File: src/rtl/inst_fetch_pkg.sv
`default_nettype none
// ============================================================================
//  Module      : inst_fetch_pkg
//  Description : Shared RV32I fetch constants: default reset PC, bytes per
//                instruction word and the canonical NOP encoding.
//  Revision    : 1.0 - initial release
// ============================================================================
package inst_fetch_pkg;

    localparam logic [31:0] RESET_PC_DEFAULT = 32'h0000_0000;
    localparam int          INST_BYTES       = 4;
    // addi x0, x0, 0
    localparam logic [31:0] NOP              = 32'h0000_0013;

endpackage : inst_fetch_pkg
`default_nettype wire

File: src/rtl/fetch_fifo.sv
`default_nettype none
// ============================================================================
//  Module      : fetch_fifo
//  Description : Small synchronous in-order queue of {inst, pc} entries.
//                Read/write pointers carry an extra wrap bit so that
//                full/empty need no separate flag. Synchronous flush.
//  Revision    : 1.0 - initial release
//
//  Ports
//    clk        in   clock, rising edge
//    rst_n      in   asynchronous active-low reset
//    push       in   write push_data at the tail
//    push_data  in   2*width entry {inst, pc}
//    pop        in   drop the head entry
//    flush      in   empty the queue (wins over push/pop)
//    count      out  number of valid entries, 0..DEPTH
//    head       out  oldest entry (registered storage)
// ============================================================================
module fetch_fifo #(
    parameter int width = 32,
    parameter int DEPTH = 4
) (
    input  logic                     clk,
    input  logic                     rst_n,
    input  logic                     push,
    input  logic [2*width-1:0]       push_data,
    input  logic                     pop,
    input  logic                     flush,
    output logic [$clog2(DEPTH):0]   count,
    output logic [2*width-1:0]       head
);

    localparam int AW = $clog2(DEPTH);

    logic [AW:0]          wr_ptr;
    logic [AW:0]          rd_ptr;
    logic [2*width-1:0]   mem [DEPTH];

    // Storage is reset so the head reads as all-zero before the first push.
    always_ff @(posedge clk or negedge rst_n) begin
        if (!rst_n) begin
            wr_ptr <= '0;
            rd_ptr <= '0;
            for (int i = 0; i < DEPTH; i++) begin
                mem[i] <= '0;
            end
        end else if (flush) begin
            wr_ptr <= '0;
            rd_ptr <= '0;
        end else begin
            if (push) begin
                mem[wr_ptr[AW-1:0]] <= push_data;
                wr_ptr              <= wr_ptr + 1'b1;
            end
            if (pop) begin
                rd_ptr <= rd_ptr + 1'b1;
            end
        end
    end

    assign count = wr_ptr - rd_ptr;
    assign head  = mem[rd_ptr[AW-1:0]];

endmodule : fetch_fifo
`default_nettype wire

File: src/rtl/inst_fetch.sv
`default_nettype none
// ============================================================================
//  Module      : inst_fetch
//  Description : RV32I instruction fetch stage. Generates sequential PCs,
//                issues word requests to instruction memory under a credit
//                limit (queued + in flight <= DEPTH), buffers returned words
//                in fetch_fifo and hands {inst, inst_pc} to the decoder over
//                valid/ready. A redirect flushes the queue and arranges for
//                in-flight responses to be dropped.
//  Config      : FETCH_BYPASS_EN - when defined, a kept response is forwarded
//                combinationally to the decoder while the queue is empty.
//  Revision    : 1.0 - initial release
//
//  Ports
//    clk, rst_n         clock (rising) / async active-low reset
//    imem_req_valid     out  fetch request valid
//    imem_req_ready     in   memory accepts request
//    imem_req_addr      out  word-aligned fetch address
//    imem_resp_valid    in   in-order response strobe, no backpressure
//    imem_resp_data     in   instruction word
//    redirect_valid     in   one-cycle redirect strobe
//    redirect_pc        in   new fetch PC (bits [1:0] ignored)
//    inst_valid         out  instruction available to decoder
//    inst_ready         in   decoder consumes
//    inst, inst_pc      out  instruction word and its PC
// ============================================================================
module inst_fetch
    import inst_fetch_pkg::*;
#(
    parameter int                 width    = 32,
    parameter int                 DEPTH    = 4,
    parameter logic [width-1:0]   RESET_PC = width'(RESET_PC_DEFAULT)
) (
    input  logic               clk,
    input  logic               rst_n,
    output logic               imem_req_valid,
    input  logic               imem_req_ready,
    output logic [width-1:0]   imem_req_addr,
    input  logic               imem_resp_valid,
    input  logic [width-1:0]   imem_resp_data,
    input  logic               redirect_valid,
    input  logic [width-1:0]   redirect_pc,
    output logic               inst_valid,
    input  logic               inst_ready,
    output logic [width-1:0]   inst,
    output logic [width-1:0]   inst_pc
);

    localparam int CW = $clog2(DEPTH) + 1;

    logic [width-1:0]   pc;
    logic [width-1:0]   resp_pc;
    logic               run;
    logic [CW-1:0]      pending;
    logic [CW-1:0]      discard;
    logic [CW-1:0]      count;
    logic [2*width-1:0] head;
    logic               fifo_push;
    logic               fifo_pop;
    logic               req_fire;
    logic               resp_keep;
    logic [CW:0]        credit_used;
    logic [width-1:0]   target_pc;
    logic               unused_redirect_lsbs;

    assign target_pc            = {redirect_pc[width-1:2], 2'b00};
    assign unused_redirect_lsbs = ^redirect_pc[1:0];

    // Every queued entry and every outstanding request holds one credit, so
    // a response always finds room in the queue.
    assign credit_used    = {1'b0, count} + {1'b0, pending};
    assign imem_req_valid = run & ~redirect_valid & (credit_used < (CW+1)'(DEPTH));
    assign imem_req_addr  = pc;
    assign req_fire       = imem_req_valid & imem_req_ready;

    // A response is kept only outside a redirect cycle and once all stale
    // responses from before the last redirect have drained.
    assign resp_keep = imem_resp_valid & ~redirect_valid & (discard == '0);

    always_comb begin
        inst_valid = (count != '0) & ~redirect_valid;
        inst       = head[2*width-1:width];
        inst_pc    = head[width-1:0];
        fifo_push  = resp_keep;
        fifo_pop   = (count != '0) & ~redirect_valid & inst_ready;
`ifdef FETCH_BYPASS_EN
        if ((count == '0) && resp_keep) begin
            inst_valid = 1'b1;
            inst       = imem_resp_data;
            inst_pc    = resp_pc;
            // Consumed directly, so it never occupies a queue slot.
            fifo_push  = ~inst_ready;
        end
`endif
    end

    always_ff @(posedge clk or negedge rst_n) begin
        if (!rst_n) begin
            pc      <= RESET_PC;
            resp_pc <= RESET_PC;
            run     <= 1'b0;
            pending <= '0;
            discard <= '0;
        end else begin
            run     <= 1'b1;
            // req_fire is masked during redirect, so this is correct there too.
            pending <= pending + CW'(req_fire) - CW'(imem_resp_valid);
            if (redirect_valid) begin
                pc      <= target_pc;
                resp_pc <= target_pc;
                // Everything still in flight after this cycle is stale.
                discard <= pending - CW'(imem_resp_valid);
            end else begin
                if (req_fire) begin
                    pc <= pc + width'(INST_BYTES);
                end
                if (resp_keep) begin
                    resp_pc <= resp_pc + width'(INST_BYTES);
                end
                if (imem_resp_valid && (discard != '0)) begin
                    discard <= discard - 1'b1;
                end
            end
        end
    end

    fetch_fifo #(
        .width (width),
        .DEPTH (DEPTH)
    ) u_fifo (
        .clk       (clk),
        .rst_n     (rst_n),
        .push      (fifo_push),
        .push_data ({imem_resp_data, resp_pc}),
        .pop       (fifo_pop),
        .flush     (redirect_valid),
        .count     (count),
        .head      (head)
    );

endmodule : inst_fetch
`default_nettype wire

File: config.mk
export PLATFORM = sky130hd
export DESIGN_NAME = inst_fetch
export DESIGN_NICKNAME = d
export VERILOG_FILES = /design/src/rtl/inst_fetch_pkg.sv /design/src/rtl/fetch_fifo.sv /design/src/rtl/inst_fetch.sv
export SDC_FILE = /design/constraint.sdc
export NUM_CORES = 1
export LEC_CHECK = 0
export ABC_AREA = 1
export CAP_MARGIN = 20
export CORE_UTILIZATION = 43
export DETAILED_ROUTE_END_ITERATION = 10
export PLACE_DENSITY = 0.65
export SLEW_MARGIN = 25
export SYNTH_ARGS = -nofsm -noshare
export SYNTH_HDL_FRONTEND = slang
export SYNTH_SLANG_ARGS = --single-unit
export TNS_END_PERCENT = 1
File: constraint.sdc
create_clock -name clk -period 3.3 [get_ports clk]
set_input_delay 0.825 -clock clk [delete_from_list [all_inputs] [get_ports clk]]
set_output_delay 0.825 -clock clk [all_outputs]
set_load 0.02 [all_outputs]
==> results.md, run 1 <==
* Worst Hold Class: in2async
* Cell Rows at 69
* Slew Limit Headroom at 51.08%
* # DRC at 0
* Vias in the first global route at 12,985
* Max-slew violation count at 0
* Die W at about 190 um
* Dominant cell type by area after synthesis: dfrtp_1
* Via count at between 10,000 and 15,000
* Remaining antenna violation count at 0
* Layout cells sized above 1 at under 10%
* Global placement routability congestion at slightly above 0.9
* Post-route design area at approximately 0.019 sq mm
* Crit. End Element: output pin
* Die area at roughly 0.037 sq mm
* Largest net degree at the start of global routing at 127
* Top cells by count, synth: nand2_1 (478), dfrtp_1 (321), o21ai_1 (211)
* Crit path top cell by count: nand2_1
* Num CTS Buffers at 37
* Fraction of registers with async set/reset at 100.0%
* Clock Pin Slew Worst Setup and Hold Paths at approximately 0.06 ns
* Max_cap viols at 0
* Yosys warnings at 0
* Clock root buffer: clkbuf_16
* Placed Area at around 0.018 sq mm
* Clk sinks at 321
* Clk buf depth at 3
* Dominant cells by area after synthesis: dfrtp_1 (51%), nand2_1 (11%), o21ai_1 (6.7%)
* Crit-path leading delay family: adder cells
* RSZ-0062 raised after global routing: true
* TritonCTS clock tree: built
* Yosys reg bits at approximately 320
* Fin. Hold Viols at 0
* Hold WS at between 0.2 and 0.3 ns
* Post-placement cell count at about 2,500
* Core area at 0.03574 sq mm
* DR WL/cell at approximately 17 um
* # diodes at 0
* H-tree levels at 2
* Worst EP arrival at 2.41 ns
* CP required at 2.47 ns
* Seq/Total Area, Yosys at around half
* Mapped Cells at approximately 1,900
* WP buf/inv at 3
* Worst VDD drop at about 0.33 mV
* Final setup fails at 0
* Main flop type after synthesis: dfrtp_1
* Count leader, synth: nand2_1
* # port buffers at approximately 160
* Reg2Reg Capture Point: pending[2]$_DFF_PN0_
* Post-synth cell types at between 40 and 50
* First-pass GRT wire length at roughly 70,000 um
* Syn-to-layout area delta at 20.37%
* Fin nets at 2,143
* Pleak at around 9 nW
* Mapped cell area at 0.01572 sq mm
* IO Pins at between 150 and 200
* R2R cell count at 18
* Post-synth EDFFs at 0
* Outcome: finished, final reports clean
* Remaining global-route overflow at 0
* WP depth at 11
* Fin cells at around 2,500
* Crit path time final at 3.231 ns
* R2r setup slk at approximately 0.2 ns
* Worst reg2reg path startpoint: u_fifo.wr_ptr[0]$_DFFE_PN0N_
* Power density over cell area at around 790 mW/mm^2
* Fmax at just over 0.3 GHz
* Synth Area per Inst at 8.144 sq um
* DR vias/cell at 5.330
* Clk_skew at around 0.013 ns
* Fin crit share at a little over nine tenths
* Starting DRC count in detailed routing at ~1,100
* Crit path max fanout at 3
* Initial Util at between 40% and 50%
* Setup_tns at 0 ns
* CP Launch Type: register
* Hold buffer count at cts at 0
* Worst-margin pin slew at roughly 0.73 ns
* Crit path max-delay cell type: dfrtp_1
* Drt first pass iters at 8
* Capture point of the critical path: imem_req_valid
* Kind of critical path: reg2out
* Gr usage total at a little under a quarter
* Crit-path max cell delay at around 0.40 ns
* Clock latency on the worst-skew pair at between 0.5 and 0.6 ns
* WL final at ~43,000 um
* CP startpoint: u_fifo.wr_ptr[0]$_DFFE_PN0N_
* Top-area cell type share of the netlist area at 51.11%
* CP Cell Sequence: inv_1 > ha_1 > inv_1 > fa_2 > nand2_1 > nand2_1 > ha_1 > nor2_1 > nand2_1 > nor2_4 > buf_4
* Initial antenna violation count at 0
* Chip Height at between 150 and 200 um
* Hpwl dp at 26,170 um
[where the power goes]
group          switching (W)  leakage [nW]  internal, W
logic                0.00331          4.07      0.00201
registers           0.000578          4.25      0.00481
clock network        0.00163         0.618      0.00259
[registers in the layout, indices dropped and copies added, names as in the netlist]
register and count:
imem_req_addr 30, discard 3, resp_pc 30, u_fifo.mem 248, run 1, pending 3, u_fifo.rd_ptr 3, u_fifo.wr_ptr 3
[cells in the final DEF, fill, tap and decap left out, types with 47 or more instances in the layout]
cell and count:
clkdlybuf4s50_1 96, dfrtp_1 319, dlygate4sd2_1 47, inv_1 124, nand2_1 477, nand3_1 70, nor2_1 202, o21ai_0 190
o21ai_1 211, o22ai_1 63
[area by class of cell]
class | count | area (sq um)
timing repair buffer | 195 | 1993
multi-input combinational | 1365 | 6533
fill | 3418 | 16820
clock inverter | 14 | 190.2
clock buffer | 52 | 1074
sequential | 321 | 8038
inverter | 135 | 515.5
tap | 461 | 576.8
[worst reg2reg max path, delay by kind of cell (launching register included)]
family	cells	cell delay (ns)
xor+xnor	2	0.29
flops	1	0.40
simple gates	6	0.53
buf+inv	4	0.23
fa+ha+maj	6	1.53
[metal layers]
metal	track usage, %	up-vias	routed length [um]
met2	36.30	429	19300
li1	-	6609	-
met5	0	-	0
met1	32.62	6447	19610
met3	3.783	70	2724
met4	7.362	0	1029
[kinds of logic after synthesis]
family          count (synthesis)  share of synthesized area (%)
simple gates                  791                          20.47
compound gates                527                          17.99
flops                         321                          51.11
buf+inv                       247                          7.515
xor+xnor                       24                          1.337
fa+ha+maj                      18                          1.528
other cells                     2                        0.04778
[worst min path at each step]
stage                                from                         end  slack, ns  cells past startpoint
2_1_floorplan  u_fifo.mem[94]$_DFFE_PN0P_  u_fifo.mem[94]$_DFFE_PN0P_       0.45                      2
3_3_place_gp   u_fifo.mem[92]$_DFFE_PN0P_  u_fifo.mem[92]$_DFFE_PN0P_       0.46                      2
3_5_place_dp   u_fifo.mem[92]$_DFFE_PN0P_  u_fifo.mem[92]$_DFFE_PN0P_       0.47                      2
4_1_cts                             rst_n  u_fifo.mem[46]$_DFFE_PN0P_       0.34                      1
5_1_grt                             rst_n  u_fifo.mem[46]$_DFFE_PN0P_       0.34                      1
6_report                            rst_n  u_fifo.mem[46]$_DFFE_PN0P_       0.30                      1
[stage by stage]
| step | worst slack (ns) | util [%] | power, W |
|---|---|---|---|
| 2_1_floorplan | 0.001759 | - | 0.008677 |
| 3_3_place_gp | 0.1079 | 49.52 | 0.01101 |
| 3_5_place_dp | 0.1072 | 49.52 | 0.01112 |
| 4_1_cts | 0.002329 | 52.85 | 0.01498 |
| 5_1_grt | -0.1235 | 52.93 | 0.01591 |
| 6_report | 0.06877 | 52.93 | 0.01493 |
[repair_timing]
item,in CTS,in global routing
pin swaps,0,1
buffers inserted,0,2
resized for setup,67,25
cloned,0,1
setup endpoints to repair,64,19
No activity file was read; power rests on OpenSTA's default activity.
==> inputs of run 2 (changes only) <==
CORE_MARGIN = 2   (was not set)
==> results.md, run 2 (synthesized netlist as in run 1, its figures left out) <==
* Fin. Hold Viols at 0 (unchanged)
* Crit path time final at 3.209 ns (-0.02231 ns)
* Pwr Total at 0.01481 W (-0.79%)
* Outcome: finished, final reports clean
* Initial antenna violation count at 0 (unchanged)
* Worst VDD drop at 0.3233 mV (-1.5%)
* Starting DRC count in detailed routing at 952 (-12%)
* Clk_skew at 0.01679 ns (+0.003915 ns)
* Register area at 0.008038 sq mm (unchanged)
* Layout filler cell count at 3,474 (+1.6%)
* Initial Util at 43.35% (-0.63 points)
* Via count at 13,642 (+0.64%)
* Remaining global-route overflow at 0 (unchanged)
* Chip Height at 195.2 um (+1.0%)
* Fin nets at 2,138 (-0.23%)
* WP buf/inv at 4 (+1)
* Worst reg2reg path startpoint: u_fifo.wr_ptr[0]$_DFFE_PN0N_
* Reg2Reg Capture Point: pending[2]$_DFF_PN0_
* Crit path max fanout at 42 (+39)
* DR WL/cell at 16.89 um (+0.65%)
* WL final at 42,940 um (+0.65%)
* Slew Limit Headroom at 58.93% (+7.8 points)
* First-pass GRT wire length at 70,100 um (+2.6%)
* Max_cap viols at 0 (unchanged)
* Clk sinks at 321 (unchanged)
* # DRC at 0 (unchanged)
* Global placement routability congestion at 0.9235 (+1.2%)
* Setup_tns at 0 ns (unchanged)
* Crit. End Element: output pin
* Die area at 0.03810 sq mm (+2.1%)
* Post-route design area at 0.01891 sq mm (about the same)
* R2r setup slk at 0.23 ns (+0.03 ns)
* Multi-input combinational cell area at 0.006591 sq mm (+0.90%)
* Core area at 0.03626 sq mm (+1.4%)
* Worst-margin pin slew at 0.6160 ns (-0.1177 ns)
* WP depth at 6 (-5)
* Max FFs per register at 248 (unchanged)
* Clock latency on the worst-skew pair at 0.53 ns (about the same)
* Clock Pin Slew Worst Setup and Hold Paths at 0.06 ns (about the same)
* Kind of critical path: reg2out
* Crit-path max cell delay at 0.52 ns (+0.12 ns)
* Final Util at 52.15% (-0.78 points)
* Vias in the first global route at 13,496 (+3.9%)
* Met1 Wirelength at 20,190 um (+2.9%)
* Cell Rows at 70 (+1.4%)
* Syn-to-layout area delta at 20.31% (about the same)
* Hold buffer count at cts at 0 (unchanged)
* Crit-path leading delay family: buffers and inverters
* Remaining antenna violation count at 0 (unchanged)
* Max Used Layer: met4
* Routed wl met3 at 2005 um (-26%)
* Worst Hold Class: in2async
* Clock root buffer: clkbuf_16
* Most frequent cells in the layout: nand2_1 (473), dfrtp_1 (319), o21ai_1 (211), nor2_1 (201), o21ai_0 (190)
* Worst EP arrival at 2.38 ns (-0.03 ns)
* Fmax at 0.3116 GHz (+0.70%)
* CP Launch Type: register
* CP Cell Sequence: buf_16 > clkinv_2 > buf_12 > o21ai_0 > o22ai_1 > dlygate4sd2_1
* Largest net degree at the start of global routing at 127 (unchanged)
* # port buffers at 161 (unchanged)
* Crit path max-delay cell type: dfrtp_4
* Fin cells at 2,543 (unchanged)
* Layout cells sized above 1 at 7.133% (-0.072 points)
* Max-slew violation count at 0 (unchanged)
* Hpwl dp at 25,940 um (-0.89%)
* Final setup fails at 0 (unchanged)
* Drt first pass iters at 5 (-3)
* Power density over cell area at 783.3 mW/mm^2 (-0.74%)
* Post-placement cell count at 2,474 (unchanged)
* H-tree levels at 2 (unchanged)
* Num CTS Buffers at 37 (unchanged)
* # diodes at 0 (unchanged)
* Commonest non-fill, non-tap cell in the layout: nand2_1
* DR vias/cell at 5.365 (+0.64%)
* Clk buf depth at 3 (unchanged)
* Pleak at 8.889 nW (-0.50%)
* Most flop-heavy register: u_fifo.mem
* Gr usage total at 22.75% (-0.37 points)
* Die W at 195.2 um (+1.0%)
* IO Pins at 168 (unchanged)
* Placed Area at 0.01763 sq mm (-0.39%)
* Met2 routed WL at 19,690 um (+2.0%)
* TritonCTS clock tree: built
* CP required at 2.47 ns (about the same)
* R2R cell count at 16 (-2)
* Fin crit share at 97.24% (-0.68 points)
## run 2: cell count changes in the layout (fill, tap and decap cells not counted), moves of 2 or more
cell             change
buf_12               -3
buf_4                -4
bufinv_16            -3
clkbuf_2             -7
clkdlybuf4s15_1      -4
dlygate4sd2_1       +12
ha_1                 -3
ha_4                 +3
inv_1                -3
inv_2                +3
inv_6                +2
nand2_1              -4
nand2_2              +4
## run 2: worst max-delay path by stage
stage / startpoint / endpoint / slack, ns
global route: u_fifo.wr_ptr[0]$_DFFE_PN0N_ / imem_req_valid / -0.008
detailed placement: u_fifo.rd_ptr[0]$_DFFE_PN0P_ / imem_req_valid / 0.1
finish: u_fifo.rd_ptr[0]$_DFFE_PN0P_ / inst_pc[13] / 0.09
CTS: u_fifo.rd_ptr[0]$_DFFE_PN0P_ / imem_req_valid / -0.03
floorplan: u_fifo.rd_ptr[1]$_DFFE_PN0P_ / pending[2]$_DFF_PN0_ / 0.002
global placement: u_fifo.rd_ptr[0]$_DFFE_PN0P_ / imem_req_valid / 0.08
## run 2: layer usage
layer  up-vias  track usage (%)
li1       6600                -
met1      6591            32.33
met2       381            36.44
met3        70            2.850
met4         0            7.125
met5         -                0
## run 2: cell type report
cell class | instances | area share [%]
clock buffers | 55 | 5.902
clock inverters | 9 | 0.4367
inverters | 135 | 2.720
multi-input cells | 1365 | 34.86
flip-flops and latches | 321 | 42.51
well taps | 468 | 3.097
repair buffers | 190 | 10.48
## run 2: per-stage QoR
stage	hold WS [ns]	setup slack, ns
3_3_place_gp	0.4625	0.08011
2_1_floorplan	0.4478	0.001759
6_report	0.2295	0.09108
3_5_place_dp	0.4642	0.09676
4_1_cts	0.2371	-0.02729
5_1_grt	0.2449	-0.007590
## run 2: what timing repair did
action                                  4_1_cts  5_1_grt
buffers inserted                              0        3
resized for setup                            72       18
pin swaps                                     1        7
endpoints found under the setup margin       64       31
gates cloned                                  1        1
## run 2: where the power goes
part / total (W) / leakage, nW / switching (W) / internal [W]
registers: 0.00541 / 4.25 / 0.000597 / 0.00482
clock network: 0.00403 / 0.587 / 0.00161 / 0.00242
logic: 0.00537 / 4.05 / 0.00333 / 0.00204
total: 0.0148 / 8.89 / 0.00554 / 0.00927
